`config.mk`:
```
export PLATFORM = sky130hd
export DESIGN_NAME = calc_scheduler
export DESIGN_NICKNAME = d
export VERILOG_FILES = /design/src/rtl/calc_scheduler_pkg.sv /design/src/rtl/calc_rr_grant.sv /design/src/rtl/calc_scheduler.sv
export SDC_FILE = /design/constraint.sdc
export NUM_CORES = 1
export LEC_CHECK = 0
export CAP_MARGIN = 10
export CORE_AREA = 3 3 74 111
export CTS_BUF_LIST = sky130_fd_sc_hd__clkbuf_4 sky130_fd_sc_hd__clkbuf_8
export CTS_CLUSTER_DIAMETER = 120
export DETAILED_ROUTE_END_ITERATION = 10
export DIE_AREA = 0 0 77 114
export GPL_TIMING_DRIVEN = 0
export HOLD_SLACK_MARGIN = 0.08
export PLACE_DENSITY = 0.88
export SYNTH_ARGS = -nofsm -noshare
export SYNTH_HDL_FRONTEND = slang
export SYNTH_SLANG_ARGS = --single-unit
```
`constraint.sdc`:
```
create_clock -name clk -period 4.4 [get_ports clk]
set_input_delay 0.88 -clock clk [delete_from_list [all_inputs] [get_ports clk]]
set_output_delay 0.88 -clock clk [all_outputs]
set_load 0.02 [all_outputs]
```
`src/rtl/calc_scheduler_pkg.sv`:
```
// Shared types for the two-client calculator scheduler: operand type,
// operation encoding, FSM states and the one-hot select bundle.
package calc_scheduler_pkg;

  typedef logic [15:0] uint16_t;

  typedef enum logic [1:0] {
    ADD = 2'd0,
    SUB = 2'd1,
    DIV = 2'd2,
    MUL = 2'd3
  } calc_op_e;

  typedef enum logic [1:0] {
    IDLE   = 2'd0,
    SETTLE = 2'd1,
    RESP   = 2'd2
  } sched_state_e;

  typedef struct packed {
    logic add;
    logic subtract;
    logic divide;
    logic multiply;
  } alu_sel_t;

  function automatic alu_sel_t decode_op(calc_op_e op);
    alu_sel_t sel;
    sel = '0;
    case (op)
      ADD: sel.add      = 1'b1;
      SUB: sel.subtract = 1'b1;
      DIV: sel.divide   = 1'b1;
      MUL: sel.multiply = 1'b1;
      default: sel = '0;
    endcase
    return sel;
  endfunction

endpackage

```
`src/rtl/calc_rr_grant.sv`:
```
// Two-requester round-robin arbiter: a lone requester wins outright, a tie
// goes to the client that was not served last.
module calc_rr_grant (
  input  logic [1:0] req_valid,
  input  logic       last_served,
  output logic [1:0] grant
);

  always_comb begin
    // NOTE: default assignment first so no path through the case leaves grant unassigned (no latch).
    grant = 2'b00;
    case (req_valid)
      2'b01:   grant = 2'b01;
      2'b10:   grant = 2'b10;
      2'b11:   grant = last_served ? 2'b01 : 2'b10;
      default: grant = 2'b00;
    endcase
  end

endmodule

```
`src/rtl/calc_scheduler.sv`:
```
// Shares one combinational UInt16 calculator between two clients: accepts a
// request, holds operands/selects for SETTLE_CYCLES, then returns the result.
module calc_scheduler
  import calc_scheduler_pkg::*;
#(
  parameter int unsigned SETTLE_CYCLES = 4
) (
  input  logic       clk,
  input  logic       rst,
  input  logic [1:0] req_valid,
  output logic [1:0] req_ready,
  input  logic [1:0] req_op0,
  input  logic [1:0] req_op1,
  input  uint16_t    req_a0,
  input  uint16_t    req_b0,
  input  uint16_t    req_a1,
  input  uint16_t    req_b1,
  output logic [1:0] resp_valid,
  input  logic [1:0] resp_ready,
  output uint16_t    resp_result,
  output logic       resp_error,
  output uint16_t    alu_a,
  output uint16_t    alu_b,
  output logic       alu_add,
  output logic       alu_subtract,
  output logic       alu_divide,
  output logic       alu_multiply,
  input  uint16_t    alu_result,
  input  logic       alu_invalid,
  output logic       busy
);

  localparam int CW = $clog2(SETTLE_CYCLES + 1);
  localparam logic [CW-1:0] CNT_LOAD = CW'(SETTLE_CYCLES - 1);

  sched_state_e  state;
  logic [CW-1:0] counter;
  logic          owner;
  logic          last_served;
  logic [1:0]    grant;
  alu_sel_t      sel_q;

  calc_rr_grant u_grant (
    .req_valid   (req_valid),
    .last_served (last_served),
    .grant       (grant)
  );

  // Ready is combinational so the handshake completes in the grant cycle.
  assign req_ready    = (state == IDLE && !rst) ? grant : 2'b00;
  assign busy         = (state != IDLE);
  assign alu_add      = sel_q.add;
  assign alu_subtract = sel_q.subtract;
  assign alu_divide   = sel_q.divide;
  assign alu_multiply = sel_q.multiply;

  // alu_a/alu_b/sel_q double as the operand latch; they are nonzero only in SETTLE.
  always_ff @(posedge clk or posedge rst) begin
    if (rst) begin
      state       <= IDLE;
      counter     <= '0;
      owner       <= 1'b0;
      last_served <= 1'b1;
      alu_a       <= '0;
      alu_b       <= '0;
      sel_q       <= '0;
      resp_valid  <= 2'b00;
      resp_result <= '0;
      resp_error  <= 1'b0;
    end else begin
      // NOTE: non-blocking assignments so every register samples pre-edge values.
      case (state)
        IDLE: begin
          if (|grant) begin
            owner   <= grant[1];
            alu_a   <= grant[1] ? req_a1 : req_a0;
            alu_b   <= grant[1] ? req_b1 : req_b0;
            sel_q   <= decode_op(calc_op_e'(grant[1] ? req_op1 : req_op0));
            counter <= CNT_LOAD;
            state   <= SETTLE;
          end
        end
        SETTLE: begin
          if (counter == '0) begin
            resp_error  <= alu_invalid;
            resp_result <= alu_invalid ? '0 : alu_result;
            alu_a       <= '0;
            alu_b       <= '0;
            sel_q       <= '0;
            resp_valid  <= owner ? 2'b10 : 2'b01;
            state       <= RESP;
          end else begin
            counter <= counter - 1'b1;
          end
        end
        RESP: begin
          if (resp_ready[owner]) begin
            resp_valid  <= 2'b00;
            last_served <= owner;
            state       <= IDLE;
          end
        end
        default: state <= IDLE;
      endcase
    end
  end

endmodule

```
# Word-level counts from Yosys, hierarchy flattened
# Cells that the tools add are included.
dict set report totals {
  output_inout_bits 58
  regBits 62
  in_bits 91
  wordCells 74
}
dict set report classes {
  muxes 31
  n_lt_le_gt_ge 1
  add_sub_neg 1
  n_reduce_logical 16
  n_eq_ne 12
}
# operator count
set ops {}
lappend ops {{16-bit 2-to-1 mux} 6}
lappend ops {{16-bit case mux with 2 select lines} 2}
lappend ops {{2-bit 2-to-1 mux} 8}
lappend ops {{2-bit case mux with 3 select lines} 2}
lappend ops {{3-bit AND reduction} 4}
lappend ops {{2-bit == test, second input constant} 5}
lappend ops {{4-bit 2-to-1 mux} 2}
lappend ops {{4-bit case mux with 2 select lines} 1}
lappend ops {{2-bit by 1-bit == test with 1-bit output, second input constant} 3}
lappend ops {{1-bit 2-to-1 mux} 6}
lappend ops {{3-bit 2-to-1 mux} 2}
lappend ops {{2-bit != test, second input constant} 3}
lappend ops {{3-bit case mux with 2 select lines} 1}
lappend ops {{2-bit AND reduction} 3}
lappend ops {{2-bit nonzero test} 3}
lappend ops {{2-bit logical NOT} 2}
lappend ops {{2-bit case mux with 2 select lines} 1}
lappend ops {{3-bit logical NOT} 1}
lappend ops {{3-bit by 1-bit subtractor with 3-bit output, second input constant} 1}
lappend ops {{1-bit by 2-bit less-than comparator with 1-bit output, second input constant} 1}
lappend ops {{2-bit by 1-bit != test with 1-bit output, second input constant} 1}
lappend ops {{2-bit OR reduction} 1}
lappend ops {{1-bit logical AND} 1}
lappend ops {{1-bit logical NOT} 1}

# Logic depth before layout (Yosys ltp)
# Gate-level depths: netlist of the first run.
dict set report depth {
  depth_word 7
  depth_mapped 7
  ltp_nobuf 5
}

# Cells and area by module
# From an unflattened synthesis of the first run, not the netlist that was laid out.
dict set report unflattened {
  cells_unflattened 282
  area_unflattened_um2 3099.2
}
# mod instances cells_each area_per_inst_um2
set by_module_without_submodules {}
lappend by_module_without_submodules {calc_scheduler 1 279 3080.5}
lappend by_module_without_submodules {calc_rr_grant 1 3 18.8}

# Least setup slack after synthesis of the first run
# Ideal clock, no wire load.
dict set report synth_path {
  path_type {input port to output port}
  start {input req_valid[1]}
  end {output req_ready[1]}
  path_stages 4
  n_path_buf 2
  arrival_time_ns 1.929
  path_slack_ns 1.591
  cell_sequence {a21boi_2 -> buf_6 -> buf_6 -> nor3b_1}
}
dict set report synth_between {
  elab_chain_cells 3
  word_cells_on_any_way 5
}
# item line
set synth_lines {}
lappend synth_lines {{start, declared} calc_scheduler.sv:10} ;# input logic [1:0] req_valid,
lappend synth_lines {{2-bit == test or 2-bit by 1-bit == test with 1-bit output (tied branches)} calc_rr_grant.sv:12} ;# case (req_valid)
lappend synth_lines {{2-bit case mux with 3 select lines (*)} calc_rr_grant.sv:12}
lappend synth_lines {{2-bit 2-to-1 mux (*)} calc_scheduler.sv:50} ;# assign req_ready = (state == IDLE && !rst) ? grant : 2'b00;
lappend synth_lines {{end, declared} calc_scheduler.sv:11} ;# output logic [1:0] req_ready,
# Every way passes the cells marked *; elsewhere a longest branch is shown, timed or not.

# Worst setup path in the final report of the first run
# Ends and elaborated chain as after synthesis.

==> results of run 1 <==
## metrics by stage
step                      worst slack (ns)  std cells
after CTS                            0.571        519
final                                0.603        519
after floorplan                       1.59        255
after global routing                 0.440        519
after detailed placement             0.571        504
after global placement               0.604        503
## worst max-delay path by stage
stage,start,endpoint,slack [ns],depth (start not counted)
finish,req_valid[1],req_ready[1],0.60,6
global route,req_valid[1],req_ready[1],0.44,6
CTS,req_valid[1],req_ready[1],0.57,6
detailed placement,req_valid[1],req_ready[1],0.57,6
global placement,req_valid[1],req_ready[1],0.60,6
floorplan,req_valid[1],req_ready[1],1.59,4
## routing by layer
layer	vias to the layer above	track usage (%)	share of wire [%]
li1	1248	-	-
met1	1251	20.9	38
met2	99	34.1	53
met3	6	6.56	7.8
met4	0	3.92	0.75
met5	-	0	0
## power breakdown
group | total, uW | internal (uW) | leakage, uW | switching, uW
clock network | 561 | 354 | 0.000112 | 207
logic | 1410 | 699 | 0.00115 | 713
registers | 947 | 811 | 0.000792 | 136
total | 2920 | 1860 | 0.00206 | 1060
## critical path: cells and delay by family
| family | cells | cell delay, ns |
|---|---|---|
| compound gates | 1 | 0.23 |
| buf+inv | 4 | 1.61 |
| simple gates | 1 | 0.19 |
## logic make-up (layout without fill, tap and decap cells)
kind of cell	after synthesis	after routing	synth area share, %
adder cells (fa/ha/maj)	2	2	0.846
multiplexers	38	38	12.9
AND/OR/NAND/NOR	53	53	10.7
flip-flops	62	62	52.5
buffers and inverters	29	193	5.45
AO/OA/AOI/OAI	71	71	17.6
## flip-flops by register name, summed over array words and instances, names as in the netlist
name,cells
alu_subtract,1
alu_b,16
resp_valid,2
alu_divide,1
alu_multiply,1
alu_add,1
resp_error,1
resp_result,16
state,2
last_served,1
counter,3
alu_a,16
owner,1
## area by class of cell
class / count / area (um^2) / area share [%]
plain buffers: 18 / 120 / 2.50
repair buffers: 149 / 1500 / 31.2
flip-flops and latches: 62 / 1550 / 32.3
inverters: 11 / 41.3 / 0.858
clock inverters: 3 / 67.6 / 1.40
clock buffers: 12 / 159 / 3.30
well taps: 100 / 125 / 2.60
multi-input cells: 164 / 1240 / 25.9
## cell usage after synthesis (2+ instances only)
master and n:
buf_2 6, buf_1 2, nand3b_1 3, nand2b_1 18, mux2i_1 36, nor2b_1 2, o21ai_0 20, ha_1 2
mux2_2 2, dfrtp_1 61, nor2_1 3, o32ai_1 2, o2bb2ai_1 33, a21oi_1 7, buf_6 3, inv_1 11
nand2_1 17, a221o_1 2, and4_1 3, clkbuf_1 5, buf_8 2
==> summary.md, run 1 <==
| Metric | Value |
|---|---|
| Status | finished, final reports clean |
| Finish-stage setup viols | 0 |
| Worst slew margin | 59.6% |
| Post-synth cell types | 36 |
| Most frequent cells in the layout | clkdlybuf4s50_1 (148), dfrtp_1 (61), mux2i_1 (36), o2bb2ai_1 (33), o21ai_0 (20) |
| Clock-pin slew on the worst setup and hold paths | 0.06 ns |
| Final Wtd Congestion | 0.713 |
| R2R depth | 7 |
| Flops & latches, synth | 62 |
| Layout cells sized above 1 | 8.35% |
| Final ANT Viol Nets | 0 |
| Setup CP Type | input port to output port |
| Pwr Density | 607 nW/um^2 |
| Via density | 5.02 |
| Tightest Hold Check Type | register to register |
| HPWL Detailed | 6.25 mm |
| Worst Path Required | 3.52 ns |
| Die area | 8780 um^2 |
| Clock Tree Buf Depth | 2 |
| Hold EP | alu_b[11] |
| Number of placement rows | 38 |
| Worst-skew pair later-pin latency | 0.32 ns |
| Diode count | 0 |
| Hold WS | 0.484 ns |
| Net count, final | 508 |
| GRT Total Usage | 18.7% |
| # fillers | 552 |
| CP endpoint kind | output port |
| Residual DRC | 0 |
| Die Y | 114 um |
| Cell area after layout | 4810 um^2 |
| Area contributors post-synth | dfrtp_1 (52%), mux2i_1 (12%), o2bb2ai_1 (9.8%) |
| Power Total | 2920 uW |
| PostCTS Resize Cnt | 0 |
| Worst reg2reg setup slack | 2.60 ns |
| Starting Density | 40.7% |
| FFs w/ async S/R, synth | 100% |
| Worst Skew | 0.0139 ns |
| Hold depth | 1 |
| CTS sink count | 62 |
| # IOs | 149 |
| Crit path DAT | 2.92 ns |
| Count of hold-fix buffers inserted at cts | 0 |
| Routed via count | 2604 |
| Top_reg_cell synth | dfrtp_1 |
| Synth Warn # | 0 |
| # Max-Cap Violations | 0 |
| Max FO, Critical Path | 10 |
| Tightest Pin Transition | 0.606 ns |
| Top cell type's share of synthesized area | 51.6% |
| Worst min-delay path startpoint | alu_b[11] |
| Hold Vio Cnt, Final | 0 |
| Core area | 7270 um^2 |
| Post-CTS Setup Bufs | 0 |
| Number of global-route vias before repair | 2732 |
| CTS HTree Levels | 3 |
| Max stage delay on crit path | 0.65 ns |
| Area after DPL | 4590 um^2 |
| Global-route wire length before repair | 13.3 mm |
| Startpoint types | input port |
| Fin Setup TNS | 0 ns |
| Average cell area after synthesis | 11.6 um^2 |
| Reg-to-reg critical path startpoint | counter[0] |
| Syn Nets | 348 |
| Pre-antenna DRT Iters | 4 |
| DIE WIDTH | 77 um |
| CTS tree | done |
| Leading area contributor after synthesis | dfrtp_1 |
| Pleak | 0.00206 uW |
| Initial DRC Count | 75 |
| Commonest non-fill, non-tap cell in the layout | clkdlybuf4s50_1 |
| Share of the core filled with cells | 66.2% |
| DR WL/cell | 15.4 um |
| Root Driver | clkbuf_8 |
| Initial antenna violation count | 0 |
| DRT Wirelength | 7.99 mm |
| I/O Buffers | 148 |
| Largest net degree at the start of global routing | 36 |
| Global route total overflow | 0 |
| Tcrit/Tclk final | 86.3% |
| FF-to-FF End | alu_a[6] |
| Max-slew violation count | 0 |
| Syn Std Cell Area | 2960 um^2 |
| Post-synth EDFFs | 0 |
| Sequential share of the synthesized area | 52.5% |
| Worst path slowest cell | clkdlybuf4s50_1 |
| Area delta synth->final | 62.6% |
| Cells after synthesis | 255 |
| Period minus WS final | 3.80 ns |
| Crit-path cells | clkdlybuf4s50_1, a21boi_2, buf_6, buf_6, nor3b_1, clkdlybuf4s50_1 |
| FMAX | 263 MHz |
| Worst VDD drop | 0.363 mV |
| RSZ-0062 raised after global routing | no |
| Number of buffers created by CTS | 9 |
Power figures use the tool's default switching activity.
==> run 2, diff against run 1 <==
--- a/config.mk
+++ b/config.mk
@@ -14,6 +14,7 @@
 export GPL_TIMING_DRIVEN = 0
 export HOLD_SLACK_MARGIN = 0.08
 export PLACE_DENSITY = 0.88
+export REMOVE_ABC_BUFFERS = 1
 export SYNTH_ARGS = -nofsm -noshare
 export SYNTH_HDL_FRONTEND = slang
 export SYNTH_SLANG_ARGS = --single-unit
==> run 2 against run 1 <==
Global-route usage up 1.6 points. Cell area decreased by 1.9%. Via count decreased by 2.5%. Count of clock-buffer cells in the layout unchanged. Clock skew shrank 0.0052 ns. Sequential share of layout area increased by 0.63 points. Setup slack worse by 0.15 ns. Final cell count fell by 2.9%. Routed wire length is 5.7% higher. Die area stayed put. Largest power group unchanged.
==> summary.md, run 2 (same netlist as run 1, synthesis figures left out) <==
| Metric | Value |
|---|---|
| Worst Skew | 0.00869 ns |
| GRT Total Usage | 20.3% |
| Net count, final | 492 |
| Area after DPL | 4520 um^2 |
| PostCTS Resize Cnt | 0 |
| # fillers | 576 |
| Tightest Pin Transition | 1.18 ns |
| Commonest non-fill, non-tap cell in the layout | clkdlybuf4s50_1 |
| Pwr Density | 604 nW/um^2 |
| DR WL/cell | 16.7 um |
| Residual DRC | 0 |
| Initial antenna violation count | 0 |
| Worst-skew pair later-pin latency | 0.35 ns |
| Clock-pin slew on the worst setup and hold paths | 0.07 ns |
| Crit path DAT | 3.06 ns |
| Most used cell, CP | clkdlybuf4s50_1 |
| Final ANT Viol Nets | 0 |
| # IOs | 149 |
| R2R depth | 5 |
| Global route total overflow | 0 |
| Tightest Hold Check Type | register to register |
| Reg-to-reg critical path startpoint | counter[0] |
| FMAX | 254 MHz |
| FF-to-FF End | alu_multiply |
| Cell area after layout | 4720 um^2 |
| Core area | 7270 um^2 |
| Clock Tree Buf Depth | 2 |
| RSZ-0062 raised after global routing | no |
| Largest net degree at the start of global routing | 36 |
| CTS sink count | 62 |
| Multi-input logic area | 1260 um^2 |
| Count of hold-fix buffers inserted at cts | 0 |
| Max FO, Critical Path | 17 |
| Worst path slowest cell | a21boi_4 |
| Tcrit/Tclk final | 89.6% |
| Worst VDD drop | 0.401 mV |
| Global-route wire length before repair | 14.0 mm |
| Largest registers | alu_a x16, alu_b x16, resp_result x16 |
| Hold depth | 2 |
| Number of placement rows | 38 |
| Starting Density | 40.7% |
| Status | finished, final reports clean |
| Period minus WS final | 3.94 ns |
| Worst slew margin | 21.1% |
| Reg area | 1550 um^2 |
| Number of global-route vias before repair | 2833 |
| Root Driver | clkbuf_8 |
| Setup CP Type | input port to output port |
| Pleak | 0.00202 uW |
| Finish-stage setup viols | 0 |
| Layout cells sized above 1 | 6.68% |
| Diode count | 0 |
| Most frequent cells in the layout | clkdlybuf4s50_1 (148), dfrtp_1 (61), mux2i_1 (36), o2bb2ai_1 (33), o21ai_0 (20) |
| DRT Wirelength | 8.44 mm |
| Die Y | 114 um |
| Die area | 8780 um^2 |
| Worst min-delay path startpoint | resp_result[10] |
| CTS tree | done |
| Final Wtd Congestion | 0.800 |
| # Max-Cap Violations | 0 |
| HPWL Detailed | 6.23 mm |
| Worst Path Required | 3.52 ns |
| Post-route insts no fill | 504 |
| Number of buffers created by CTS | 9 |
| Post-CTS Setup Bufs | 0 |
| Startpoint types | input port |
| Worst reg2reg setup slack | 2.17 ns |
| Placed Cells | 488 |
| Via density | 5.04 |
| Routed via count | 2538 |
| Pre-antenna DRT Iters | 4 |
| I/O Buffers | 148 |
| CP endpoint kind | output port |
| CTS HTree Levels | 3 |
| Max stage delay on crit path | 0.67 ns |
| Initial DRC Count | 81 |
| Max-slew violation count | 0 |
| Hold EP | resp_result[10] |
| DIE WIDTH | 77 um |
| Crit-path cells | clkdlybuf4s50_1, a21boi_4, nor3b_1, clkdlybuf4s50_1 |
| Area delta synth->final | 59.5% |
| Power Total | 2850 uW |
| Hold Vio Cnt, Final | 0 |
[run 2: changes by cell type in the layout (fill, tap and decap cells not counted), moves of 2 or more]
cell      previous run  this run
buf_1                2         0
buf_2                6         0
buf_6                3         0
clkbuf_1             5         0
clkinv_2             0         3
[run 2: worst max path at each step]
stage	startpoint	endpoint	slack, ns	cells past startpoint
after global routing	req_valid[1]	req_ready[1]	0.32	4
after floorplan	req_valid[1]	req_ready[1]	0.58	2
final	req_valid[1]	req_ready[1]	0.46	4
after global placement	req_valid[1]	req_ready[1]	-0.79	4
after detailed placement	req_valid[1]	req_ready[1]	0.43	4
after CTS	req_valid[1]	req_ready[1]	0.42	4
[run 2: final cells by class]
| cell class | instances | share of cell area, % |
|---|---|---|
| Timing Repair Buffer | 151 | 32.6 |
| Sequential cell | 62 | 32.9 |
| Inverter | 11 | 0.875 |
| Tap cell | 100 | 2.65 |
| Multi-Input combinational cell | 164 | 26.7 |
| Clock inverter | 4 | 0.954 |
| Clock buffer | 12 | 3.37 |
[run 2: per-stage QoR]
step                hold slack (ns)  setup TNS [ns]  util [%]  setup WS, ns
floorplan                     0.459               0         -         0.580
global placement              0.462           -1.32      61.1        -0.791
detailed placement            0.471               0      62.1         0.433
CTS                           0.487               0      64.9         0.424
global route                  0.512               0      64.9         0.325
finish                        0.483               0      64.9         0.456
[run 2: routing by layer]
| metal | part of all wire (%) | global-route usage, % | vias to the layer above | wire, um |
|---|---|---|---|---|
| met5 | 0 | 0 | - | 0 |
| met4 | 1.8 | 9.50 | 0 | 156 |
| met3 | 6.9 | 6.00 | 14 | 581 |
| met2 | 54 | 37.0 | 104 | 4530 |
| met1 | 38 | 21.3 | 1213 | 3170 |
| li1 | - | - | 1207 | - |
[run 2: critical path: cells and delay by family]
kind,cells,cell delay [ns]
AO/OA/AOI/OAI,1,0.67
AND/OR/NAND/NOR,1,0.25
buffers and inverters,2,1.25
[run 2: where the power goes]
group          switching, uW  internal [uW]  total, uW  leakage [uW]
Clock                    220            296        516      0.000110
Sequential               156            811        966      0.000792
Combinational            696            672       1370       0.00112
Total                   1070           1780       2850       0.00202
